===== src/rtl/laser310_pkg.sv =====
// Shared definitions for the LASER310 VZ snapshot loader.
// Holds the loader state encoding, VZ file-type codes, the BASIC system
// variable addresses, and the default header geometry and download index.
package laser310_pkg;

  typedef enum logic [2:0] {
    StIdle,
    StHold,
    StHeader,
    StData,
    StPatch,
    StFinish,
    StErr
  } vz_state_e;

  localparam logic [7:0]  VZ_TYPE_BASIC       = 8'hF0;
  localparam logic [7:0]  VZ_TYPE_BIN         = 8'hF1;
  localparam logic [15:0] BASIC_START_PTR_DEF = 16'h78A4;
  localparam logic [15:0] BASIC_END_PTR_DEF   = 16'h78F9;
  localparam int unsigned VZ_HDR_LEN          = 24;
  localparam logic [7:0]  VZ_INDEX_DEF        = 8'd1;

endpackage


===== src/rtl/vz_ram_writer.sv =====
// Single-entry RAM write holding register.
// A request is accepted only while nothing is pending; the captured address
// and data are presented with we_o until the RAM acknowledges, and we_o drops
// the cycle after the acknowledge. pending_o doubles as download back-pressure.
//   clk_i, rst_i      : clock, asynchronous active-high reset
//   req_i/addr_i/data_i : write request (ignored while pending)
//   ack_i             : RAM accepted the write this cycle
//   pending_o         : a write is outstanding
//   we_o/addr_o/data_o : RAM write port
module vz_ram_writer (
  input  logic        clk_i,
  input  logic        rst_i,
  input  logic        req_i,
  input  logic [15:0] addr_i,
  input  logic [7:0]  data_i,
  input  logic        ack_i,
  output logic        pending_o,
  output logic        we_o,
  output logic [15:0] addr_o,
  output logic [7:0]  data_o
);

  logic        pending_q;
  logic [15:0] addr_q;
  logic [7:0]  data_q;

  always_ff @(posedge clk_i or posedge rst_i) begin
    if (rst_i) begin
      pending_q <= 1'b0;
      addr_q    <= '0;
      data_q    <= '0;
    end else if (pending_q) begin
      if (ack_i) begin
        pending_q <= 1'b0;
      end
    end else if (req_i) begin
      pending_q <= 1'b1;
      addr_q    <= addr_i;
      data_q    <= data_i;
    end
  end

  assign pending_o = pending_q;
  assign we_o      = pending_q;
  assign addr_o    = addr_q;
  assign data_o    = data_q;

endmodule


===== src/rtl/vz_image_loader.sv =====
// VZ snapshot loader: parses a VZ file streamed over the hps_io download
// channel, holds the Z80 off the bus, writes the payload to RAM at the header
// start address, then patches the BASIC pointers (type F0) or requests a jump
// to the entry point (type F1).
//   clk_sys, reset                  : clock, asynchronous active-high reset
//   dn_download/dn_index/dn_wr/dn_addr/dn_data : hps_io download stream
//   dn_wait                         : back-pressure to hps_io
//   cpu_hold/hold_ack               : CPU bus hold request / grant
//   ram_we/ram_addr/ram_din/ram_ack : RAM write port with handshake
//   exec_req/exec_addr              : one-cycle jump request and target
//   busy, error                     : status (error sticky until next load)
module vz_image_loader
  import laser310_pkg::*;
#(
  parameter logic [7:0]  VZ_INDEX        = VZ_INDEX_DEF,
  parameter int unsigned HDR_LEN         = VZ_HDR_LEN,
  parameter logic [15:0] BASIC_START_PTR = BASIC_START_PTR_DEF,
  parameter logic [15:0] BASIC_END_PTR   = BASIC_END_PTR_DEF
) (
  input  logic        clk_sys,
  input  logic        reset,
  input  logic        dn_download,
  input  logic [7:0]  dn_index,
  input  logic        dn_wr,
  input  logic [15:0] dn_addr,
  input  logic [7:0]  dn_data,
  output logic        dn_wait,
  output logic        cpu_hold,
  input  logic        hold_ack,
  output logic        ram_we,
  output logic [15:0] ram_addr,
  output logic [7:0]  ram_din,
  input  logic        ram_ack,
  output logic        exec_req,
  output logic [15:0] exec_addr,
  output logic        busy,
  output logic        error
);

  // Type and start address occupy the last three header bytes.
  localparam logic [15:0] OffType  = 16'(HDR_LEN - 3);
  localparam logic [15:0] OffStrLo = 16'(HDR_LEN - 2);
  localparam logic [15:0] OffStrHi = 16'(HDR_LEN - 1);
  localparam logic [15:0] HdrLen16 = 16'(HDR_LEN);

  vz_state_e   state_q, state_d;
  logic        dl_q;
  logic [7:0]  type_q, type_d;
  logic [15:0] start_q, start_d;
  logic [15:0] end_q, end_d;
  logic        error_q, error_d;
  logic [1:0]  patch_idx_q, patch_idx_d;

  logic        wr_req;
  logic [15:0] wr_addr;
  logic [7:0]  wr_data;
  logic        wr_pending;
  logic [15:0] data_addr;

  // Payload offset maps onto RAM with natural 16-bit wrap.
  assign data_addr = start_q + (dn_addr - HdrLen16);

  vz_ram_writer u_writer (
    .clk_i     (clk_sys),
    .rst_i     (reset),
    .req_i     (wr_req),
    .addr_i    (wr_addr),
    .data_i    (wr_data),
    .ack_i     (ram_ack),
    .pending_o (wr_pending),
    .we_o      (ram_we),
    .addr_o    (ram_addr),
    .data_o    (ram_din)
  );

  always_ff @(posedge clk_sys or posedge reset) begin
    if (reset) begin
      state_q     <= StIdle;
      dl_q        <= 1'b0;
      type_q      <= '0;
      start_q     <= '0;
      end_q       <= '0;
      error_q     <= 1'b0;
      patch_idx_q <= '0;
    end else begin
      state_q     <= state_d;
      dl_q        <= dn_download;
      type_q      <= type_d;
      start_q     <= start_d;
      end_q       <= end_d;
      error_q     <= error_d;
      patch_idx_q <= patch_idx_d;
    end
  end

  always_comb begin
    state_d     = state_q;
    type_d      = type_q;
    start_d     = start_q;
    end_d       = end_q;
    error_d     = error_q;
    patch_idx_d = patch_idx_q;
    wr_req      = 1'b0;
    wr_addr     = '0;
    wr_data     = '0;

    unique case (state_q)
      StIdle: begin
        if (dn_download && !dl_q && (dn_index == VZ_INDEX)) begin
          state_d = StHold;
          error_d = 1'b0;
        end
      end
      StHold: begin
        if (!dn_download) begin
          state_d = StErr;
        end else if (hold_ack) begin
          state_d = StHeader;
        end
      end
      StHeader: begin
        if (!dn_download) begin
          state_d = StErr;
        end else if (dn_wr) begin
          if (dn_addr == OffType) begin
            type_d = dn_data;
          end
          if (dn_addr == OffStrLo) begin
            start_d[7:0] = dn_data;
          end
          if (dn_addr == OffStrHi) begin
            start_d[15:8] = dn_data;
            // An empty payload leaves end equal to start.
            end_d   = {dn_data, start_q[7:0]};
            state_d = StData;
          end
        end
      end
      StData: begin
        if (dn_wr) begin
          if (wr_pending) begin
            // Byte arrived while the previous one is still outstanding.
            error_d = 1'b1;
          end else begin
            wr_req  = 1'b1;
            wr_addr = data_addr;
            wr_data = dn_data;
            end_d   = data_addr + 16'd1;
          end
        end else if (!dn_download && !wr_pending) begin
          if (type_q == VZ_TYPE_BASIC) begin
            state_d     = StPatch;
            patch_idx_d = '0;
          end else if (type_q == VZ_TYPE_BIN) begin
            state_d = StFinish;
          end else begin
            state_d = StErr;
          end
        end
      end
      StPatch: begin
        if (!wr_pending) begin
          wr_req = 1'b1;
          unique case (patch_idx_q)
            2'd0: begin wr_addr = BASIC_START_PTR;         wr_data = start_q[7:0];  end
            2'd1: begin wr_addr = BASIC_START_PTR + 16'd1; wr_data = start_q[15:8]; end
            2'd2: begin wr_addr = BASIC_END_PTR;           wr_data = end_q[7:0];    end
            2'd3: begin wr_addr = BASIC_END_PTR + 16'd1;   wr_data = end_q[15:8];   end
          endcase
        end else if (ram_ack) begin
          if (patch_idx_q == 2'd3) begin
            state_d = StFinish;
          end else begin
            patch_idx_d = patch_idx_q + 2'd1;
          end
        end
      end
      StFinish: state_d = StIdle;
      StErr:    state_d = StIdle;
      default:  state_d = StIdle;
    endcase

    if ((state_d == StErr) && (state_q != StErr)) begin
      error_d = 1'b1;
    end
  end

  assign cpu_hold  = (state_q == StHold) || (state_q == StHeader) ||
                     (state_q == StData) || (state_q == StPatch);
  assign busy      = cpu_hold || (state_q == StFinish);
  assign dn_wait   = (state_q == StHold) || wr_pending;
  assign exec_req  = (state_q == StFinish) && (type_q == VZ_TYPE_BIN);
  assign exec_addr = start_q;
  assign error     = error_q;

endmodule


===== config.mk =====
export PLATFORM = sky130hd
export DESIGN_NAME = vz_image_loader
export DESIGN_NICKNAME = d
export VERILOG_FILES = /design/src/rtl/laser310_pkg.sv /design/src/rtl/vz_ram_writer.sv /design/src/rtl/vz_image_loader.sv
export SDC_FILE = /design/constraint.sdc
export NUM_CORES = 1
export LEC_CHECK = 0
export BUFFER_PORTS_ARGS = -buffer_cell sky130_fd_sc_hd__buf_2
export CAP_MARGIN = 10
export CORE_UTILIZATION = 40
export DETAILED_ROUTE_END_ITERATION = 7
export HOLD_SLACK_MARGIN = 0.1
export PLACE_DENSITY = 0.72
export REMOVE_ABC_BUFFERS = 1
export SLEW_MARGIN = 20
export SYNTH_ARGS = -nofsm -noshare
export SYNTH_HDL_FRONTEND = slang
export SYNTH_HIERARCHICAL = 1
export SYNTH_SLANG_ARGS = --single-unit

===== constraint.sdc =====
create_clock -name clk_sys -period 9.8 [get_ports clk_sys]
set_clock_uncertainty 0.2 [all_clocks]
set_input_delay 1.96 -clock clk_sys [delete_from_list [all_inputs] [get_ports clk_sys]]
set_output_delay 1.96 -clock clk_sys [all_outputs]
set_load 0.01 [all_outputs]

After elaboration in Yosys (flattened, before gate mapping)
Cells that the tools add are included.

storage, ports and cells
  register bits after elaboration = 72
  input port bits = 38
  output and inout bits = 46
  logic and storage cells = 115

operators by class
  add/subtract/negate cells = 4
  equality and inequality tests = 30
  mux-type cells = 44
  bitwise logic cells = 1
  reduce and logical (&&, ||, !) cells = 25

operator list
  kind                                                count
  two-way mux 16 bit                                  6
  one-hot mux 16 bit (2 select lines)                 2
  one-hot mux 16 bit (4 select lines)                 1
  == test 16 x 5 -> 1 bit, second input constant      3
  two-way mux 3 bit                                   11
  one-hot mux 8 bit (4 select lines)                  1
  != test 2 bit, second input constant                10
  adder 16 x 1 -> 16 bit, second input constant       1
  adder 16 bit                                        1
  == test 8 bit, second input constant                2
  two-way mux 2 bit                                   8
  one-hot mux 8 bit (2 select lines)                  1
  AND reduction 4 bit                                 4
  subtractor 16 x 5 -> 16 bit, second input constant  1
  one-hot mux 3 bit (5 select lines)                  1
  == test 3 bit, second input constant                3
  two-way mux 1 bit                                   9
  != test 3 bit, second input constant                3
  == test 8 x 1 -> 1 bit, second input constant       1
  two-way mux 8 bit                                   1
  AND reduction 7 bit                                 1
  == test 3 x 2 -> 1 bit, second input constant       2
  AND reduction 6 bit                                 1
  logical AND 1 bit                                   5
  other kinds (16)                                    25

Depth between registers and ports, before layout
Gate-level depths: netlist (run 1).

  depth after elaboration = 10
  mapped depth = 13
  depth with buffers taken out = 13

Cells and area by module
The synthesis (run 1) kept the hierarchy.

by module, submodules not included
  module           instances  cells each  area an instance (sq um)  sequential area each (sq um)
  vz_image_loader  1          481         3,973.8                   1,176.1
  vz_ram_writer    1          57          1,051.0                   625.6

Least setup slack after synthesis (run 1)
OpenSTA, ideal clock, no wires.

  kind = in2reg
  start point = input port dn_addr[1]
  end point = register end_q[12]
  library setup time = 0.144 ns
  arrival time = 4.541 ns
  required time = 9.456 ns
  setup slack = 4.915 ns
  stages on the path = 11
  path buffers = 0
  cells stage by stage = ha_1 > ha_1 > inv_1 > fa_1 > xor2_1 > or3b_2 > nor4_4 > nand3_1 > or3_1 > xnor2_1 > o211ai_1

on the way
  word-level cells in the longest chain between the ends = 6
  elaborated cells on any way between the ends = 9
  classes of those cells = add/sub (3); eq/ne (2); mux (3); reduce/logical (1)

ends and longest elaborated chain
  element                              line                    source
  from (decl)                          vz_image_loader.sv:25   input logic [15:0] dn_addr,
  subtractor 16 x 5 -> 16 bit          vz_image_loader.sv:61   assign data_addr = start_q + (dn_addr - HdrLen16);
  adder 16 bit                         vz_image_loader.sv:61
  adder 16 x 1 -> 16 bit               vz_image_loader.sv:148  end_d = data_addr + 16'd1;
  two-way mux 16 bit                   vz_image_loader.sv:141  if (wr_pending) begin
  two-way mux 16 bit                   vz_image_loader.sv:140  if (dn_wr) begin
  one-hot mux 16 bit (2 select lines)  vz_image_loader.sv:107  unique case (state_q)
  to (signal assigned)                 vz_image_loader.sv:90   end_q <= end_d;
  to (decl)                            vz_image_loader.sv:50   logic [15:0] end_q, end_d;

Parallel ways exist; a longest one is shown, timed or not. The select of a mux whose other input is x is not followed.
A chain may end at the register's enable or synchronous reset.

Worst setup path in the final report (run 1)
Same ends and word-level chain as after synthesis.

==> impl_results.md, run 1 <==
* Critical Path Fanout Max at 4
* Antenna Cells at 0
* I/O Pins at 84
* CP Capture Type: register
* Layout cell share with drive strength beyond 1 at 0.274
* Synth Area in Simple Gates at 0.166
* Post-synth EDFFs at 0
* Vias post-DR at 4248
* XOR/XNOR Fraction of Synth Area at 0.0605
* Fmax at 0.204 GHz
* Initial Util at 0.415
* Synth Warn # at 6
* Core area at 12100 um^2
* PwrDens at 172 nW/um^2
* RSZ-0062 raised after global routing: no
* First-pass GRT wire length at 21200 um
* Top cells by area, synth: dfrtp_1 36%, ha_1 8.5%, mux2_4 6.0%, o21ai_0 4.8%, mux2_2 4.3%
* Setup TNS at 0 ps
* CTS resizes at 0
* Unique masters post-synth at 70
* Layout fillers at 1162
* DP HPWL at 10100 um
* Mux share of post-synthesis cell area at 0.102
* Clock root buffer: clkbuf_16
* Hold WC Path Type: reg -> reg
* Seq cells post-synth at 72
* CTS Buf Count at 9
* Clk pin slew, worst setup/hold paths at 60 ps
* Post-route insts no fill at 782
* Post-route ant nets at 0
* Area of the multi-input gates at 2870 um^2
* Register cell area after layout at 1800 um^2
* Largest net degree at the start of global routing at 48
* Internal reg-to-reg setup slack at 6150 ps
* Compound-Gate Fraction of Synth Area at 0.153
* Startpoint Class: input port
* Reg2reg start: exec_addr[1]$_DFFE_PP0P_
* Clk_lat worst skew at 330 ps
* Final hold vios at 0
* Hold_buf cts at 0
* Worst-Margin Slew at 906 ps
* Synthesized cell area at 5020 um^2
* Area growth, synth to finish at 16.7%
* Site row count at 40
* Grt total ovfl at 0
* CTS tree: done
* Max Cap Viol at 0
* Avg Inst Size Synth at 9.34 um^2
* Max Slew Vio Count at 0
* CTS max path bufs at 2
* Post-synth top flop: dfrtp_1
* CTS Sinks at 72
* Initial antenna violation count at 0
* Drt total wl at 13400 um
* Total power at 0.00101 W
* Drt first pass iters at 5
* WP data required at 9850 ps
* Residual DRC at 0
* Syn Inst Count at 538
* Setup CP Type: in -> reg
* Critical Path AT at 4950 ps
* Max-slew headroom at 0.392
* Die H at 114 um
* Gpl congestion at 0.859
* Nets at 683
* Fin crit share at 0.501
* Post-synthesis async set-or-reset flop share at 1.00
* Leak Pwr at 2.80 nW
* Post-synth top area cell: dfrtp_1
* Global Route Usage Sum at 0.211
* Setup WS pre-CTS at 4620 ps
* Hold depth at 2
* R2r endpoint: end_q[12]$_DFFE_PP0P_
* Initial DRC Count at 353
* Seq/Total Area, Yosys at 0.359
* Vias per inst at 5.43
* Period minus WS final at 4910 ps
* Largest family of logic cells by synthesized area: simple AND/OR/NAND/NOR gates
* Die Footprint at 13000 um^2
* WL/cell at 17.2 um
* Buffer count from post-CTS setup fixing at 0
* Vias in the first global route at 4092
* Reg2reg path depth at 11
* Final-report setup violation count at 0
* Critical path startpoint: dn_addr[1]
* Share of the synthesized area in the top cell type at 0.359
* Post-synthesis adder-cell area fraction at 0.0886
* H-tree depth at 3
* Worst Slack Setup Final at 4890 ps
* Die X at 114 um
* Status: finished clean
* Worst vdd ir at 0.102 mV
* Placed instance count at 767
* Port Buffers at 83
* CP endpoint: end_q[12]$_DFFE_PP0P_
==> power by group <==
group          switching (W)  internal (W)  total, W
sequential         0.0000321      0.000334  0.000366
combinational       0.000148      0.000131  0.000280
clock               0.000129      0.000236  0.000365
==> flip-flops by register name (all words and copies together), names as in the netlist <==
name                flops
exec_addr              16
patch_idx_q             2
error                   1
end_q                  16
type_q                  8
u_writer/addr_o        16
u_writer/pending_o      1
dl_q                    1
state_q                 3
u_writer/data_o         8
==> stage by stage <==
| step | util | hold slack [ps] | area, um^2 |
|---|---|---|---|
| 6_report | 0.484 | 290 | 5860 |
| 3_5_place_dp | 0.457 | 277 | 5530 |
| 5_1_grt | 0.484 | 310 | 5860 |
| 4_1_cts | 0.484 | 290 | 5860 |
| 3_3_place_gp | 0.457 | 263 | 5530 |
| 2_1_floorplan | - | 249 | 4880 |
==> layer usage <==
layer	vias to the layer above	global-route usage	share of wire
met1	2043	0.292	0.43
met5	-	0	0
met4	0	0.0511	0.014
met2	187	0.339	0.47
met3	17	0.0424	0.085
li1	2001	-	-
==> layout by cell type, fill, tap and decap left out, types with 11 or more instances in the layout <==
cell type | netlist | routed
a21oi_1 | 32 | 32
buf_2 | 5 | 83
dfrtp_1 | 72 | 72
ha_1 | 34 | 34
inv_1 | 56 | 54
mux2_2 | 19 | 19
mux2_4 | 20 | 20
nand2_1 | 54 | 54
nor2_1 | 38 | 38
o21ai_0 | 48 | 48
xnor2_1 | 15 | 15
xor2_1 | 11 | 11
==> cell type report <==
type,instances,share of cell area
Multi-Input combinational cell,384,0.489
Tap cell,168,0.0359
Inverter,56,0.0361
Sequential cell,72,0.307
Clock inverter,4,0.0130
Timing Repair Buffer,87,0.0760
Clock buffer,11,0.0431
==> worst min path at each step <==
| stage | startpoint | to | slack, ps |
|---|---|---|---|
| floorplan | end_q[10]$_DFFE_PP0P_ | end_q[10]$_DFFE_PP0P_ | 250 |
| global placement | end_q[2]$_DFFE_PP0P_ | end_q[2]$_DFFE_PP0P_ | 260 |
| detailed placement | end_q[7]$_DFFE_PP0P_ | end_q[7]$_DFFE_PP0P_ | 280 |
| CTS | end_q[7]$_DFFE_PP0P_ | end_q[7]$_DFFE_PP0P_ | 290 |
| global route | end_q[6]$_DFFE_PP0P_ | end_q[6]$_DFFE_PP0P_ | 310 |
| finish | end_q[7]$_DFFE_PP0P_ | end_q[7]$_DFFE_PP0P_ | 290 |
==> cell usage after synthesis, types with 4 or more instances <==
cell,number
a21oi_1,32
a222oi_1,8
and2_1,4
buf_2,5
clkbuf_1,17
dfrtp_1,72
ha_1,34
inv_1,56
mux2_2,19
mux2_4,20
nand2_1,54
nand2b_1,4
nand3_1,9
nor2_1,38
nor2b_1,5
nor3_1,10
nor4_1,6
o21ai_0,48
xnor2_1,15
xor2_1,11
==> logic make-up after synthesis <==
logic type,Yosys count
muxes,39
adders and majority gates,35
buffers and inverters,82
and+or+nand+nor,160
xor gates and xnor gates,30
DFF,72
AOI/OAI and AO/OA,120
==> worst max-delay path: stages <==
cell and delay, ps:
buf_2 130, ha_1 300, ha_1 220, inv_1 70, fa_1 400, xor2_1 200
or3b_2 550, nor4_4 350, nand3_1 150, or3_1 340, xnor2_1 130, o211ai_1 150
Note: power is estimated with default switching activity, not from simulation.
==> run 2, diff against run 1 <==
--- a/config.mk
+++ b/config.mk
@@ -5,6 +5,7 @@
 export SDC_FILE = /design/constraint.sdc
 export NUM_CORES = 1
 export LEC_CHECK = 0
+export ABC_AREA = 1
 export BUFFER_PORTS_ARGS = -buffer_cell sky130_fd_sc_hd__buf_2
 export CAP_MARGIN = 10
 export CORE_UTILIZATION = 40
==> constraint.sdc (replaced) <==
create_clock -name clk_sys -period 4.64 [get_ports clk_sys]
set_clock_uncertainty 0.2 [all_clocks]
set_input_delay 0.928 -clock clk_sys [delete_from_list [all_inputs] [get_ports clk_sys]]
set_output_delay 0.928 -clock clk_sys [all_outputs]
set_load 0.01 [all_outputs]
==> run 2 against run 1 <==
  * Power increased by 130%
  * Sequential share of layout area decreased by 1.1 points
  * Wire length increased by 11%
  * First-iteration DRC count increased by 18%
  * Sequential power increased by 120%
==> impl_results.md, run 2 <==
* Commonest non-fill, non-tap cell in the layout: nand2_1
* Final-report setup violation count at 0
* Layout fillers at 1327
* Critical Path Max Stage Delay at 430 ps
* Top cells by area, synth: dfrtp_1 34%, nand2_1 15%, inv_1 9.4%, ha_1 8.0%, nand3_1 6.4%
* Largest net degree at the start of global routing at 48
* Global Route Usage Sum at 0.233
* CTS resizes at 0
* WP data required at 4670 ps
* Post-route ant nets at 0
* Gpl congestion at 0.945
* Final Instance Area at 6090 um^2
* DP HPWL at 11400 um
* Setup CP Type: in -> reg
* Initial Util at 0.414
* PwrDens at 378 nW/um^2
* Post-synth top area cell: dfrtp_1
* Internal at 0.00137 W
* Nets at 918
* Clk_lat worst skew at 340 ps
* Critical Path Fanout Max at 5
* Sequential share of power at 0.350
* CTS Sinks at 72
* Vias per inst at 5.15
* Area growth, synth to finish at 15.1%
* Seq cells post-synth at 72
* Drt total wl at 14900 um
* Hold_buf cts at 0
* Max-slew headroom at 0.395
* Site row count at 41
* WL/cell at 14.5 um
* CTS max path bufs at 2
* Fin util at 0.476
* Buffer count from post-CTS setup fixing at 0
* Commonest cells after routing, fill and taps aside: 217 x nand2_1, 132 x inv_1, 83 x buf_2
* Critical Path AT at 3590 ps
* Synth Warn # at 6
* H-tree depth at 3
* Unique masters post-synth at 44
* Switching share of power at 0.402
* Layout cell share with drive strength beyond 1 at 0.153
* Post-synth EDFFs at 0
* Crit path buf inv count at 3
* Area of the multi-input gates at 2820 um^2
* Syn Inst Count at 768
* Die X at 117 um
* Max Cap Viol at 0
* Port Buffers at 83
* Vias in the first global route at 4789
* Final hold vios at 0
* Vias post-DR at 5261
* Startpoint Class: input port
* Crit-path most repeated cell: nand2_1
* Antenna Cells at 0
* I/O Pins at 84
* Fmax at 0.281 GHz
* Post-synth top flop: dfrtp_1
* Area after DPL at 5820 um^2
* Avg Inst Size Synth at 6.88 um^2
* CP Capture Type: register
* Die H at 117 um
* CP Cell Sequence: buf_2, ha_1, ha_1, inv_1, fa_1, inv_1, nand3_1, nor2_1, nand3_1, nor2_1, nand2_1, nor2_1, nand2_1, nor2_1, nand3_1, nand2_1, nand3_1, nand2_1, nand2_1
* CTS tree: done
* Psw at 0.000925 W
* Initial antenna violation count at 0
* Post-synthesis async set-or-reset flop share at 1.00
* Drt first pass iters at 7
* Initial DRC Count at 415
* Setup TNS at 0 ps
* Grt total ovfl at 0
* Clk pwr share at 0.272
* Total power at 0.00230 W
* Max Slew Vio Count at 0
* Hold WC Path Type: reg -> reg
* Combinational power share at 0.377
* Top Family by Delay on Critical Path: simple AND/OR/NAND/NOR gates
* Synthesized cell area at 5290 um^2
* First-pass GRT wire length at 24500 um
* Die Footprint at 13700 um^2
* Fin crit share at 0.768
* Core area at 12800 um^2
* Post-synth top cells: 217 x nand2_1, 133 x inv_1, 72 x dfrtp_1, 68 x nand3_1, 52 x o21ai_0
* Clock root buffer: clkbuf_16
* Period minus WS final at 3560 ps
* Residual DRC at 0
* Worst-Margin Slew at 907 ps
* Share of the synthesized area in the top cell type at 0.341
* Status: finished clean
* Clk pin slew, worst setup/hold paths at 60 ps
* Seq/Total Area, Yosys at 0.341
* RSZ-0062 raised after global routing: no
* CTS Buf Count at 9
* Leak Pwr at 3.35 nW
* Count leader, synth: nand2_1
* Slowest library cell on the worst path: fa_1
* Worst vdd ir at 0.200 mV
* Register cell area after layout at 1800 um^2
## run 2: cell type report
cell class / count / share of cell area
sequential: 72 / 0.296
multi-input combinational: 534 / 0.464
timing repair buffer: 89 / 0.0757
clock buffer: 9 / 0.0370
tap: 172 / 0.0354
clock inverter: 6 / 0.00596
inverter: 139 / 0.0863
## run 2: cells by family after synthesis
group | share of synthesized area
buf+inv | 0.125
compound gates | 0.127
fa+ha+maj | 0.0843
xor+xnor | 0.00497
simple gates | 0.317
flops | 0.341
## run 2: tightest hold or removal path: cells and delay by family (launching register included)
family           cells  cell delay, ps
and+or+nand+nor      2              90
DFF                  1             340
## run 2: through the flow
stage	hold slack [ps]	instances	setup WS, ps
CTS	270	1021	1120
global placement	251	1006	855
floorplan	245	745	1170
global route	283	1021	769
detailed placement	256	1006	771
finish	267	1021	1080
## run 2: path summary, 6_finish.rpt
| kind | slack, ps | cells after the start | end | startpoint |
|---|---|---|---|---|
| worst min register to register | 270 | 2 | u_writer/addr_o[3]$_DFFE_PP0P_ | u_writer/addr_o[3]$_DFFE_PP0P_ |
| worst max-delay path | 1080 | 19 | end_q[15]$_DFFE_PP0P_ | dn_addr[1] |
| max in group asynchronous | 3070 | 2 | u_writer/addr_o[10]$_DFFE_PP0P_ | reset |
| worst min-delay path | 270 | 2 | u_writer/addr_o[3]$_DFFE_PP0P_ | u_writer/addr_o[3]$_DFFE_PP0P_ |
| min in group asynchronous | 550 | 2 | patch_idx_q[1]$_DFFE_PP0P_ | reset |
| worst max register to register | 1320 | 18 | end_q[15]$_DFFE_PP0P_ | exec_addr[1]$_DFFE_PP0P_ |
## run 2: metal layers
layer / track usage / wire, um
met1: 0.339 / 7050
met2: 0.351 / 6250
met3: 0.0422 / 1200
met4: 0.0734 / 356
met5: 0 / 0
## run 2: power by group through the flow
stage	logic (W)	registers (W)	clock network (W)
after global placement	0.000844	0.000814	0
after global routing	0.000983	0.000821	0.000657
after floorplan	0.000546	0.000839	0
final	0.000867	0.000805	0.000626
after detailed placement	0.000852	0.000817	0
after CTS	0.000855	0.000806	0.000636
==> run 3, diff against run 2 <==
--- a/config.mk
+++ b/config.mk
@@ -5,13 +5,13 @@
 export SDC_FILE = /design/constraint.sdc
 export NUM_CORES = 1
 export LEC_CHECK = 0
-export ABC_AREA = 1
+export ABC_AREA = 0
 export BUFFER_PORTS_ARGS = -buffer_cell sky130_fd_sc_hd__buf_2
 export CAP_MARGIN = 10
 export CORE_UTILIZATION = 40
 export DETAILED_ROUTE_END_ITERATION = 7
 export HOLD_SLACK_MARGIN = 0.1
-export PLACE_DENSITY = 0.72
+export PLACE_DENSITY = 0.74
 export REMOVE_ABC_BUFFERS = 1
 export SLEW_MARGIN = 20
 export SYNTH_ARGS = -nofsm -noshare
==> constraint.sdc (replaced) <==
create_clock -name clk_sys -period 3.1 [get_ports clk_sys]
set_clock_uncertainty 0.2 [all_clocks]
set_input_delay 0.62 -clock clk_sys [delete_from_list [all_inputs] [get_ports clk_sys]]
set_output_delay 0.62 -clock clk_sys [all_outputs]
set_load 0.01 [all_outputs]
==> run 3 against run 2 <==
  * The flow now finishes with violations (setup timing)
  * Wire length rose by 5.3%
  * Non-clock buffer count grew 92
  * Register-to-register slack lost 1500 ps
  * Power rose by 50%
  * Count of clock-buffer cells in the layout rose by 1
  * Highest routed layer unchanged
  * Sequential power increased by 42%
  * Critical path type is now reg -> reg
==> impl_results.md, run 3 (synthesis gave the netlist of run 1 again) <==
* First-pass GRT wire length at 23200 um
* RSZ-0062 raised after global routing: yes
* Violated checks: setup timing
* H-tree depth at 3
* Commonest non-fill, non-tap cell in the layout: buf_4
* Status: finished, violations left
* Max-slew headroom at 0.567
* WP data required at 3130 ps
* DP HPWL at 11500 um
* Slowest library cell on the worst path: dfrtp_1
* WL/cell at 17.8 um
* Die H at 114 um
* Combinational power share at 0.313
* CP endpoint: end_q[14]$_DFFE_PP0P_
* Switching share of power at 0.307
* Fin crit share at 1.06
* Hold_buf cts at 0
* CTS Buf Count at 9
* Crit path buf inv count at 3
* Max Slew Vio Count at 0
* Crit-path most repeated cell: ha_4
* Post-route insts no fill at 877
* Clk_lat worst skew at 350 ps
* Die Footprint at 13000 um^2
* Period minus WS final at 3280 ps
* Leak Pwr at 3.34 nW
* Clk pwr share at 0.355
* Largest net degree at the start of global routing at 48
* Final hold vios at 0
* R2r endpoint: end_q[14]$_DFFE_PP0P_
* Setup CP Type: reg -> reg
* Sequential share of power at 0.332
* Setup WS pre-CTS at -600 ps
* Vias per inst at 5.38
* Area growth, synth to finish at 38.1%
* Critical path startpoint: exec_addr[1]$_DFFE_PP0P_
* CTS Sinks at 72
* Residual DRC at 0
* Worst vdd ir at 0.359 mV
* Drt first pass iters at 5
* Initial antenna violation count at 0
* Site row count at 40
* Commonest cells after routing, fill and taps aside: 92 x buf_4, 83 x buf_2, 72 x dfrtp_1
* CP Capture Type: register
* Grt total ovfl at 0
* Worst-Margin Slew at 649 ps
* Hold WC Path Type: in -> async
* Psw at 0.00106 W
* Vias post-DR at 4719
* Vias in the first global route at 4640
* Initial DRC Count at 281
* Clock root buffer: clkbuf_16
* Global Route Usage Sum at 0.234
* Gpl congestion at 0.898
* Port Buffers at 83
* Core area at 12100 um^2
* Clk pin slew, worst setup/hold paths at 60 ps
* Placed instance count at 853
* Fmax at 0.305 GHz
* Startpoint Class: register
* CP Cell Sequence: ha_4, ha_4, inv_2, fa_2, nor2b_4, o211ai_4, a31o_4, a21oi_4, xor2_2, buf_4, buf_6, nand3_2, nor3b_2, xnor2_1, o22ai_1
* Antenna Cells at 0
* I/O Pins at 84
* Internal reg-to-reg setup slack at -180 ps
* PwrDens at 496 nW/um^2
* Worst Slack Setup Final at -181 ps
* Final-report setup violation count at 8
* Drt total wl at 15600 um
* Post-route ant nets at 0
* Critical Path Max Stage Delay at 410 ps
* Reg2reg path depth at 15
* Internal at 0.00238 W
* CTS tree: done
* Nets at 777
* Reg2reg start: exec_addr[1]$_DFFE_PP0P_
* Die X at 114 um
* Max Cap Viol at 0
* CTS max path bufs at 2
* WP depth at 15
* Critical Path Fanout Max at 3
* Layout cell share with drive strength beyond 1 at 0.422
* Initial Util at 0.415
* Top Family by Delay on Critical Path: adder cells
* Critical Path AT at 3310 ps
## run 3: cell type report
class                           count  area [um^2]
Timing Repair Buffer              181         1190
Multi-Input combinational cell    384         3180
Sequential cell                    72         1800
Clock inverter                      6          115
Inverter                           56          210
Tap cell                          168          210
Fill cell                        1046         5170
Clock buffer                       10          229
## run 3: power by group through the flow
stage	combinational [W]	sequential [W]	clock (W)
after global routing	0.00115	0.00115	0.00127
final	0.00108	0.00114	0.00122
after detailed placement	0.00100	0.00116	0
after floorplan	0.000546	0.00120	0
after global placement	0.000979	0.00115	0
after CTS	0.00102	0.00114	0.00123
## run 3: worst min-delay path by stage
stage,to,slack (ps),cells after the start
after floorplan,end_q[10]$_DFFE_PP0P_,250,2
after global placement,end_q[2]$_DFFE_PP0P_,260,2
after detailed placement,end_q[5]$_DFFE_PP0P_,270,2
after CTS,exec_addr[15]$_DFFE_PP0P_,250,3
after global routing,u_writer/pending_o$_DFF_PP0_,190,2
final,u_writer/addr_o[0]$_DFFE_PP0P_,120,2
## run 3: through the flow
step	TNS (ps)	utilization	power, W	hold WS (ps)	cell area (um^2)
2_1_floorplan	-14810	-	0.00175	249	4880
3_5_place_dp	-8420	0.511	0.00216	273	6190
4_1_cts	-218	0.549	0.00339	250	6650
3_3_place_gp	-7430	0.511	0.00213	264	6190
5_1_grt	-1800	0.573	0.00358	188	6940
6_report	-787	0.573	0.00344	120	6940
## run 3: routing by layer
layer	track usage	part of all wire
met3	0.0603	0.064
met2	0.383	0.47
met4	0.102	0.042
met5	0	0
met1	0.293	0.42
## run 3: what timing repair did
action	in CTS	in global routing
pin swaps	10	30
setup buffers	3	5
gates cloned	0	0
setup endpoints to repair	13	16
resized for setup	18	44
